### src/rtl/gpu_pkg.sv
// Shared GPU core constants: scheduler state encoding, LSU lane state encoding
// and the fetcher handshake value. The ALU and LSU compare against the same names.
package gpu_pkg;

  typedef enum logic [2:0] {
    CS_IDLE    = 3'b000,
    CS_FETCH   = 3'b001,
    CS_DECODE  = 3'b010,
    CS_REQUEST = 3'b011,
    CS_WAIT    = 3'b100,
    CS_EXECUTE = 3'b101,
    CS_UPDATE  = 3'b110,
    CS_DONE    = 3'b111
  } core_state_t;

  typedef enum logic [1:0] {
    LSU_IDLE = 2'b00,
    LSU_REQ  = 2'b01,
    LSU_WAIT = 2'b10,
    LSU_DONE = 2'b11
  } lsu_state_t;

  localparam logic [2:0] FETCHER_FETCHED = 3'b010;

  // A lane holds the core in WAIT while its memory request is outstanding.
  function automatic logic lsu_busy(input logic [1:0] s);
    return (s == LSU_REQ) || (s == LSU_WAIT);
  endfunction

endpackage

### src/rtl/core_scheduler.sv
// Per-core scheduler: steps one block of SIMD threads through
// FETCH/DECODE/REQUEST/WAIT/EXECUTE/UPDATE, owns the shared PC, flags branch
// divergence and LSU hangs, and reports block completion.
module core_scheduler
  import gpu_pkg::*;
#(
  parameter int THREADS_PER_BLOCK = 4,
  parameter int PC_BITS           = 8,
  parameter int WAIT_TIMEOUT      = 255
) (
  input  logic                                        clk,
  input  logic                                        reset,
  input  logic                                        start,
  input  logic [$clog2(THREADS_PER_BLOCK):0]          thread_count,
  input  logic [2:0]                                  fetcher_state,
  input  logic                                        decoded_ret,
  input  logic [THREADS_PER_BLOCK-1:0][1:0]           lsu_state,
  input  logic [THREADS_PER_BLOCK-1:0][PC_BITS-1:0]   next_pc,
  output logic [2:0]                                  core_state,
  output logic [PC_BITS-1:0]                          current_pc,
  output logic                                        done,
  output logic                                        pc_mismatch,
  output logic                                        lsu_timeout
);

  localparam int TC_W  = $clog2(THREADS_PER_BLOCK) + 1;
  localparam int CNT_W = (WAIT_TIMEOUT > 1) ? $clog2(WAIT_TIMEOUT) : 1;
  localparam logic [TC_W-1:0]  MAX_THREADS  = TC_W'(THREADS_PER_BLOCK);
  localparam logic [CNT_W-1:0] TIMEOUT_LAST = CNT_W'(WAIT_TIMEOUT - 1);

  core_state_t                   state, state_next;
  logic [TC_W-1:0]               active_cnt;
  logic [TC_W-1:0]               clamped_cnt;
  logic [CNT_W-1:0]              wait_cnt;
  logic [THREADS_PER_BLOCK-1:0]  active_mask;
  logic                          any_busy;
  logic                          lane_diverged;

  logic load_active, clr_cnt, inc_cnt, load_pc;
  logic set_done, set_mismatch, set_timeout;

  assign core_state  = state;
  assign clamped_cnt = (thread_count > MAX_THREADS) ? MAX_THREADS : thread_count;

  // Lane qualification: only lanes below the launched count take part in WAIT and divergence.
  always_comb begin
    // NOTE: every always_comb output gets a default first so no path leaves it unassigned (no latch).
    active_mask   = '0;
    any_busy      = 1'b0;
    lane_diverged = 1'b0;
    for (int i = 0; i < THREADS_PER_BLOCK; i++) begin
      active_mask[i] = (TC_W'(i) < active_cnt);
      if (active_mask[i] && lsu_busy(lsu_state[i]))
        any_busy = 1'b1;
      if (active_mask[i] && (next_pc[i] != next_pc[0]))
        lane_diverged = 1'b1;
    end
  end

  // Next-state and per-state control strobes.
  always_comb begin
    state_next   = state;
    load_active  = 1'b0;
    clr_cnt      = 1'b0;
    inc_cnt      = 1'b0;
    load_pc      = 1'b0;
    set_done     = 1'b0;
    set_mismatch = 1'b0;
    set_timeout  = 1'b0;
    case (state)
      CS_IDLE: begin
        if (start) begin
          load_active = 1'b1;
          if (clamped_cnt == '0) begin
            state_next = CS_DONE;
            set_done   = 1'b1;
          end else begin
            state_next = CS_FETCH;
          end
        end
      end
      CS_FETCH: begin
        if (fetcher_state == FETCHER_FETCHED)
          state_next = CS_DECODE;
      end
      CS_DECODE: state_next = CS_REQUEST;
      CS_REQUEST: begin
        state_next = CS_WAIT;
        clr_cnt    = 1'b1;
      end
      CS_WAIT: begin
        if (any_busy) begin
          if (wait_cnt == TIMEOUT_LAST) begin
            set_timeout = 1'b1;
            set_done    = 1'b1;
            state_next  = CS_DONE;
          end else begin
            inc_cnt = 1'b1;
          end
        end else begin
          state_next = CS_EXECUTE;
        end
      end
      CS_EXECUTE: state_next = CS_UPDATE;
      CS_UPDATE: begin
        // Lane 0 always wins; divergence is only reported.
        set_mismatch = lane_diverged;
        if (decoded_ret) begin
          state_next = CS_DONE;
          set_done   = 1'b1;
        end else begin
          load_pc    = 1'b1;
          state_next = CS_FETCH;
        end
      end
      CS_DONE:   state_next = CS_DONE;
      default:   state_next = CS_IDLE;
    endcase
  end

  // State register and registered datapath; status flags are sticky until reset.
  always_ff @(posedge clk or posedge reset) begin
    // NOTE: sequential state uses non-blocking assignments so all registers update from pre-edge values.
    if (reset) begin
      state       <= CS_IDLE;
      active_cnt  <= '0;
      wait_cnt    <= '0;
      current_pc  <= '0;
      done        <= 1'b0;
      pc_mismatch <= 1'b0;
      lsu_timeout <= 1'b0;
    end else begin
      state <= state_next;
      if (load_active)  active_cnt  <= clamped_cnt;
      if (clr_cnt)      wait_cnt    <= '0;
      else if (inc_cnt) wait_cnt    <= wait_cnt + 1'b1;
      if (load_pc)      current_pc  <= next_pc[0];
      if (set_done)     done        <= 1'b1;
      if (set_mismatch) pc_mismatch <= 1'b1;
      if (set_timeout)  lsu_timeout <= 1'b1;
    end
  end

endmodule

### config.mk
export PLATFORM = sky130hd
export DESIGN_NAME = core_scheduler
export DESIGN_NICKNAME = d
export VERILOG_FILES = /design/src/rtl/gpu_pkg.sv /design/src/rtl/core_scheduler.sv
export SDC_FILE = /design/constraint.sdc
export NUM_CORES = 1
export LEC_CHECK = 0
export CORE_UTILIZATION = 24
export CTS_CLUSTER_SIZE = 25
export DETAILED_ROUTE_END_ITERATION = 16
export SLEW_MARGIN = 30
export SYNTH_ARGS = -nofsm -noshare
export SYNTH_HDL_FRONTEND = slang
export SYNTH_SLANG_ARGS = --single-unit
### constraint.sdc
create_clock -name clk -period 2.4 [get_ports clk]
set_input_delay 0.36 -clock clk [delete_from_list [all_inputs] [get_ports clk]]
set_output_delay 0.36 -clock clk [all_outputs]
set_load 0.01 [all_outputs]
==> metrics.md, run 1 <==
| Metric | Value |
|---|---|
| Status | complete, no violations |
| CTS sink cnt | 25 |
| H-tree Lvls | 1 |
| GRT Total Usage | around 12% |
| CP endpoint kind | primary output |
| Placed Cells | 298 |
| Layout cells sized above 1 | 9.78% |
| Critical Path RT | ~2.0 ns |
| Setup TNS | 0 ns |
| CTS Hold Bufs | 0 |
| Worst r2r src | core_state[1] |
| Drt total wl | about 3800 um |
| Layout Skew | around 0.0086 ns |
| Post-Syn Area | 1570 sq um |
| Crit path cell chain | clkdlybuf4s50_1 |
| CP delay by family, top | buffers and inverters |
| Worst-margin pin slew | roughly 0.46 ns |
| Fmax | 548 MHz |
| CTS tree | built |
| Pwr dens | between 700 and 800 nW/um^2 |
| Peak supply drop | approximately 280 uV |
| Top Ports | 64 |
| CP bufs+invs | 1 |
| Die footprint | about 7000 sq um |
| Die width | a little over 80 um |
| Routability cong. | ~0.73 |
| Routed wire length per instance | approximately 13 um |
| R2R setup slack | 0.70 ns |
| Rows | 29 |
| Reg2reg path depth | 3 |
| Starting Density | between 20% and 30% |
| Slowest Stage Delay on Critical Path | about 0.6 ns |
| Seq cells post-synth | 25 |
| Worst Slack Setup Final | about 0.57 ns |
| Max-Cap Viols | 0 |
| Fillers | between 600 and 700 |
| Non-Filler Instances | slightly above 300 |
| Max FO, Critical Path | 14 |
| Final min period | roughly 1.8 ns |
| DRC | 0 |
| Die height | slightly above 80 um |
| Via count | 1372 |
| Initial antenna violation count | 0 |
| Unique masters post-synth | 39 |
| Pre-CTS setup slack | 0.301 ns |
| Pre-antenna DRT Iters | 4 |
| First-pass GRT wire length | 6500 um |
| Max Slew Vio Count | 0 |
| # diodes | 0 |
| DPL Wire Length | slightly above 3000 um |
| Num CTS Buffers | 3 |
| Core area | between 6000 and 7000 sq um |
| Crit path DAT | 1.47 ns |
| Post-cts resize count | 0 |
| HP Class | input port to async pin |
| Post-CTS Setup Bufs | 0 |
| RSZ-0062 raised after global routing | false |
| Final Util | ~37% |
| Clock Tree Root | clkbuf_8 |
| Clk pin slew, worst setup/hold paths | 0.09 ns |
| Leakage power | ~0.00095 uW |
| Skew-Pair Late Insertion Delay | between 0.2 and 0.3 ns |
| I/O Buffers | 63 |
| Clock Tree Buf Depth | 2 |
| Post-DRT Antenna Nets | 0 |
| Post-synthesis sequential area ratio | ~40% |
| CP Class | flop to primary output |
| Fin. Hold Viols | 0 |
| Initial drt markers | 36 |
| Syn Nets | around 210 |
| Syn Inst Count | between 150 and 200 |
| Yosys Warn Count | 0 |
| Total global routing overflow | 0 |
| Hold slack final | around 0.43 ns |
| Vias per std cell | approximately 4.5 |
| Final period util | ~76% |
| Final Setup Violations | 0 |
| Slew headroom | 69.2% |
| Layout area overhead | 48.8% |
| R2R Path End | current_pc[7] |
| Avg Inst Size Synth | roughly 9.8 sq um |
| Worst setup SP type | flop |
| Critical-path top delay cell | clkdlybuf4s50_1 |
| NumNets Final | 278 |
| Vias in the first global route | 1383 |
| Largest net degree at the start of global routing | 26 |
## cells in the mapped netlist
cell type | n | area share [%]
mux2_2 | 9 | 6.5
o21ai_0 | 7 | 2.2
o211ai_1 | 1 | 0.48
nand2b_1 | 3 | 1.2
a211oi_2 | 1 | 0.80
nand3_1 | 7 | 2.2
nand4_2 | 1 | 0.80
a32oi_1 | 1 | 0.56
a221o_1 | 1 | 0.64
nor3_1 | 3 | 0.96
nand3b_1 | 3 | 1.4
buf_2 | 1 | 0.32
nor2_2 | 1 | 0.40
a21oi_1 | 6 | 1.9
o21ai_1 | 1 | 0.32
clkbuf_1 | 2 | 0.48
buf_6 | 1 | 0.72
xor2_1 | 21 | 12
nor4_1 | 5 | 2.0
a21boi_0 | 2 | 0.96
mux2i_1 | 5 | 3.2
a21o_1 | 1 | 0.48
nand2_1 | 14 | 3.3
and2_4 | 1 | 0.56
and3_1 | 2 | 0.80
xnor2_1 | 7 | 3.9
and4b_1 | 1 | 0.64
and2_1 | 1 | 0.40
and4_1 | 1 | 0.56
o31ai_2 | 1 | 0.80
nor2b_1 | 1 | 0.40
nor3b_1 | 1 | 0.48
nand4_1 | 3 | 1.2
a41oi_2 | 1 | 1.0
inv_1 | 5 | 1.2
dfrtp_1 | 25 | 40
nor2_1 | 10 | 2.4
ha_1 | 2 | 1.6
nor3_2 | 1 | 0.64
## logic make-up (layout without fill, tap and decap cells)
logic type	after synthesis	count (layout)	synth area share (%)
adder cells (fa/ha/maj)	2	2	1.59
multiplexers	14	14	9.64
XOR/XNOR	28	28	15.6
AND/OR/NAND/NOR	59	59	20.4
buffers and inverters	9	74	2.71
AO/OA/AOI/OAI	23	23	10.2
flip-flops	25	25	39.8
## state kept, by name, summed over array words and instances (netlist names)
signal and flops:
active_cnt 3, core_state 3, current_pc 8, done 1
lsu_timeout 1, pc_mismatch 1, wait_cnt 8
## power by group
group	total [uW]	switching, uW	internal [uW]
clock network	252	134	118
logic	777	319	457
registers	729	166	563
total	1760	620	1140
## how the worst max path moves through the flow
stage | slack, ns | start | to | depth (start not counted)
global placement | 0.30 | next_pc[7] | pc_mismatch | 6
CTS | 0.57 | core_state[1] | core_state[1] | 1
global route | 0.51 | core_state[1] | core_state[1] | 1
detailed placement | 0.30 | next_pc[3] | pc_mismatch | 6
floorplan | 0.86 | core_state[0] | current_pc[0] | 4
finish | 0.57 | core_state[1] | core_state[1] | 1
## through the flow
stage / total power [uW] / instance area, sq um
floorplan: 1150 / 1570
CTS: 1790 / 2340
global placement: 1520 / 2290
detailed placement: 1530 / 2290
finish: 1760 / 2340
global route: 1910 / 2340
## layout make-up
| type | instances | area [sq um] | area share, % |
|---|---|---|---|
| Clock buffer | 3 | 41.3 | 1.77 |
| Tap cell | 77 | 96.3 | 4.12 |
| Timing Repair Buffer | 65 | 646 | 27.6 |
| Multi-Input combinational cell | 126 | 902 | 38.6 |
| Clock inverter | 1 | 7.51 | 0.321 |
| Sequential cell | 25 | 626 | 26.8 |
| Inverter | 5 | 18.8 | 0.803 |
## worst register-to-register path, stage by stage (launching register included)
cell,delay (ns)
dfrtp_1,0.58
nand3b_1,0.22
nor2_2,0.39
mux2_2,0.39
## placed cells by master, fill, tap and decap left out, types with 3 or more instances in the layout
cell type | Yosys | routed
xnor2_1 | 7 | 7
clkdlybuf4s50_1 | 0 | 63
mux2_2 | 9 | 9
nor3_1 | 3 | 3
mux2i_1 | 5 | 5
nor4_1 | 5 | 5
xor2_1 | 21 | 21
nor2_1 | 10 | 10
nand2b_1 | 3 | 3
inv_1 | 5 | 5
nand4_1 | 3 | 3
nand3b_1 | 3 | 3
a21oi_1 | 6 | 6
nand3_1 | 7 | 7
o21ai_0 | 7 | 7
dfrtp_1 | 25 | 25
nand2_1 | 14 | 14
clkbuf_8 | 0 | 3
## routing by layer
metal,up-vias,wire length [um],GRT usage [%]
li1,699,-,-
met1,628,1760,14.4
met2,40,1830,20.1
met3,5,188,1.99
met4,0,45,3.76
met5,-,0,0
(Power assumes the default switching activity.)
==> inputs of run 2 (changes only) <==
==> constraint.sdc (replaced) <==
create_clock -name clk -period 1.8 [get_ports clk]
set_input_delay 0.27 -clock clk [delete_from_list [all_inputs] [get_ports clk]]
set_output_delay 0.27 -clock clk [all_outputs]
set_load 0.01 [all_outputs]
==> metrics.md, run 2 (same netlist as run 1, synthesis figures left out) <==
| Metric | Value |
|---|---|
| HP Class | input port to async pin |
| Max Slew Vio Count | 0 (unchanged) |
| Slowest Stage Delay on Critical Path | 0.53 ns (-0.08 ns) |
| CP Class | flop to primary output |
| Layout Skew | 0.00689 ns (-0.00168 ns) |
| Hold slack final | 0.351 ns (-0.0760 ns) |
| Worst setup SP type | flop |
| Worst-margin pin slew | 0.342 ns (-0.116 ns) |
| Final Setup Violations | 0 (unchanged) |
| Reg power frac | 40.3% (-1.2 points) |
| Vias per std cell | 4.48 (-1.3%) |
| Critical Path RT | 1.53 ns (-0.51 ns) |
| Routed wire length per instance | 12.4 um (-2.5%) |
| Die footprint | 6870 sq um (unchanged) |
| Crit path cell chain | buf_4 -> clkdlybuf4s50_1 |
| Total global routing overflow | 0 (unchanged) |
| P_sw | 839 uW (+35%) |
| Largest net degree at the start of global routing | 26 (unchanged) |
| Fmax | 576 MHz |
| First-pass GRT wire length | 6600 um (+1.6%) |
| Slew headroom | 77.0% (+7.8 points) |
| Layout cells sized above 1 | 14.7% (+4.9 points) |
| Pre-antenna DRT Iters | 4 (unchanged) |
| Die height | 82.9 um (unchanged) |
| Vias in the first global route | 1487 (+7.5%) |
| Top Ports | 64 (unchanged) |
| Final min period | between 1.5 and 2 ns |
| Critical-path top delay cell | clkdlybuf4s50_1 |
| H-tree Lvls | 1 (unchanged) |
| CTS tree | built |
| Initial antenna violation count | 0 (unchanged) |
| I/O Buffers | 63 (unchanged) |
| Clk pin slew, worst setup/hold paths | 0.09 ns (about the same) |
| Status | complete, no violations |
| Starting Density | 24.7% (unchanged) |
| CP endpoint kind | primary output |
| Pre-CTS setup slack | -0.0945 ns (-0.395 ns) |
| Comb pwr share | 45.6% (+1.4 points) |
| CP bufs+invs | 2 (+1) |
| Layout area overhead | 55.1% |
| Peak supply drop | 427 uV (+53%) |
| Routability cong. | 0.756 (+3.1%) |
| Max FO, Critical Path | 8 (-6) |
| NumNets Final | 291 (+4.7%) |
| Pwr dens | 983 nW/um^2 (+31%) |
| # diodes | 0 (unchanged) |
| Skew-Pair Late Insertion Delay | 0.27 ns (about the same) |
| Initial drt markers | 63 (+75%) |
| Sw frac | 35.0% (-0.20 points) |
| DRC | 0 (unchanged) |
| Num CTS Buffers | 3 (unchanged) |
| Most frequent cells in the layout | clkdlybuf4s50_1, dfrtp_1, xor2_1, buf_4, nand2_1 |
| DPL Wire Length | 3100 um (+1.7%) |
| RSZ-0062 raised after global routing | false |
| Fillers | 637 (+0.16%) |
| Die width | 82.9 um (unchanged) |
| Crit path DAT | 1.47 ns (about the same) |
| Max-Cap Viols | 0 (unchanged) |
| Met2 wire len | 1840 um (+0.55%) |
| M1 wire length | 1840 um (+4.3%) |
| Biggest regs | current_pc: 8 flops, wait_cnt: 8 flops |
| CTS Hold Bufs | 0 (unchanged) |
| CP delay by family, top | buffers and inverters |
| Clock Tree Buf Depth | 2 (unchanged) |
| Clock power frac | 14.1% (-0.2 points) |
| Fin. Hold Viols | 0 (unchanged) |
| GRT Total Usage | 11.5% (-0.037 points) |
| Clock Tree Root | clkbuf_8 |
| Leading cell type in the layout, fill and taps excluded | clkdlybuf4s50_1 |
| Top layer in use | met4 |
| Post-DRT Antenna Nets | 0 (unchanged) |
| Leakage power | 0.00102 uW (+6.8%) |
| Pint | 1550 uW (+37%) |
| Worst Slack Setup Final | 0.0625 ns (-0.512 ns) |
| Post-CTS Setup Bufs | 0 (unchanged) |
| CTS sink cnt | 25 (unchanged) |
| Core area | 6350 sq um (unchanged) |
| Routed wl met3 | 199 um (+5.9%) |
| Post-cts resize count | 0 (unchanged) |
| Final period util | 96.5% |
| Drt total wl | 3900 um (+1.7%) |
| Via count | 1412 (+2.9%) |
| Rows | 29 (unchanged) |
[run 2: cell types whose count changed in the layout (fill, tap and decap cells not counted), sizes merged]
cell	before	now
buf	2	15
[run 2: area by class of cell]
cell class | count | area [sq um] | share of cell area, %
Tap cell | 77 | 96.3 | 3.96
Inverter | 5 | 18.8 | 0.771
Clock inverter | 1 | 7.51 | 0.308
Timing Repair Buffer | 78 | 743 | 30.5
Sequential cell | 25 | 626 | 25.7
Clock buffer | 3 | 41.3 | 1.70
Multi-Input combinational cell | 126 | 902 | 37.1
[run 2: tightest hold or removal path, stage by stage]
cell and delay, ns:
clkdlybuf4s50_1 0.39, inv_1 0.05, buf_4 0.31
[run 2: path summary, 6_finish.rpt]
path,slack [ns],from,endpoint,depth (start not counted)
worst max-delay path,0.06,core_state[1],core_state[1],2
worst min-delay path,0.35,reset,wait_cnt[1],3
worst max register to register,0.28,core_state[0],current_pc[5],4
worst min register to register,0.47,wait_cnt[5],wait_cnt[5],1
max in group asynchronous,1.20,reset,wait_cnt[4],3
min in group clk,0.47,wait_cnt[5],wait_cnt[5],1
[run 2: metal layers]
| layer | track usage (%) | up-vias |
|---|---|---|
| li1 | - | 720 |
| met1 | 14.2 | 655 |
| met2 | 20.8 | 35 |
| met3 | 2.68 | 2 |
| met4 | 1.41 | 0 |
| met5 | 0 | - |
[run 2: stage by stage]
step / power [uW] / instances / utilization (%) / instance area, sq um / TNS (ns)
after detailed placement: 2080 / 311 / 37.6 / 2390 / -0.638
after global placement: 2080 / 311 / 37.6 / 2390 / -0.444
after global routing: 2580 / 315 / 38.3 / 2430 / 0
after CTS: 2430 / 315 / 38.3 / 2430 / 0
after floorplan: 1530 / 160 / - / 1570 / 0
final: 2390 / 315 / 38.3 / 2430 / 0
[run 2: power by group through the flow]
stage	logic [uW]	registers, uW	clock network [uW]
6_report	1090	965	338
5_1_grt	1200	1010	372
4_1_cts	1110	969	347
3_5_place_dp	1100	981	0
3_3_place_gp	1100	975	0
2_1_floorplan	580	948	0
==> inputs of run 3 (changes only) <==
--- a/config.mk
+++ b/config.mk
@@ -6,6 +6,7 @@
 export NUM_CORES = 1
 export LEC_CHECK = 0
 export CORE_UTILIZATION = 24
+export CTS_CLUSTER_DIAMETER = 80
 export CTS_CLUSTER_SIZE = 25
 export DETAILED_ROUTE_END_ITERATION = 16
 export SLEW_MARGIN = 30
==> results of run 3 <==
Final layout, timing and power as in run 2 (identical DEF).
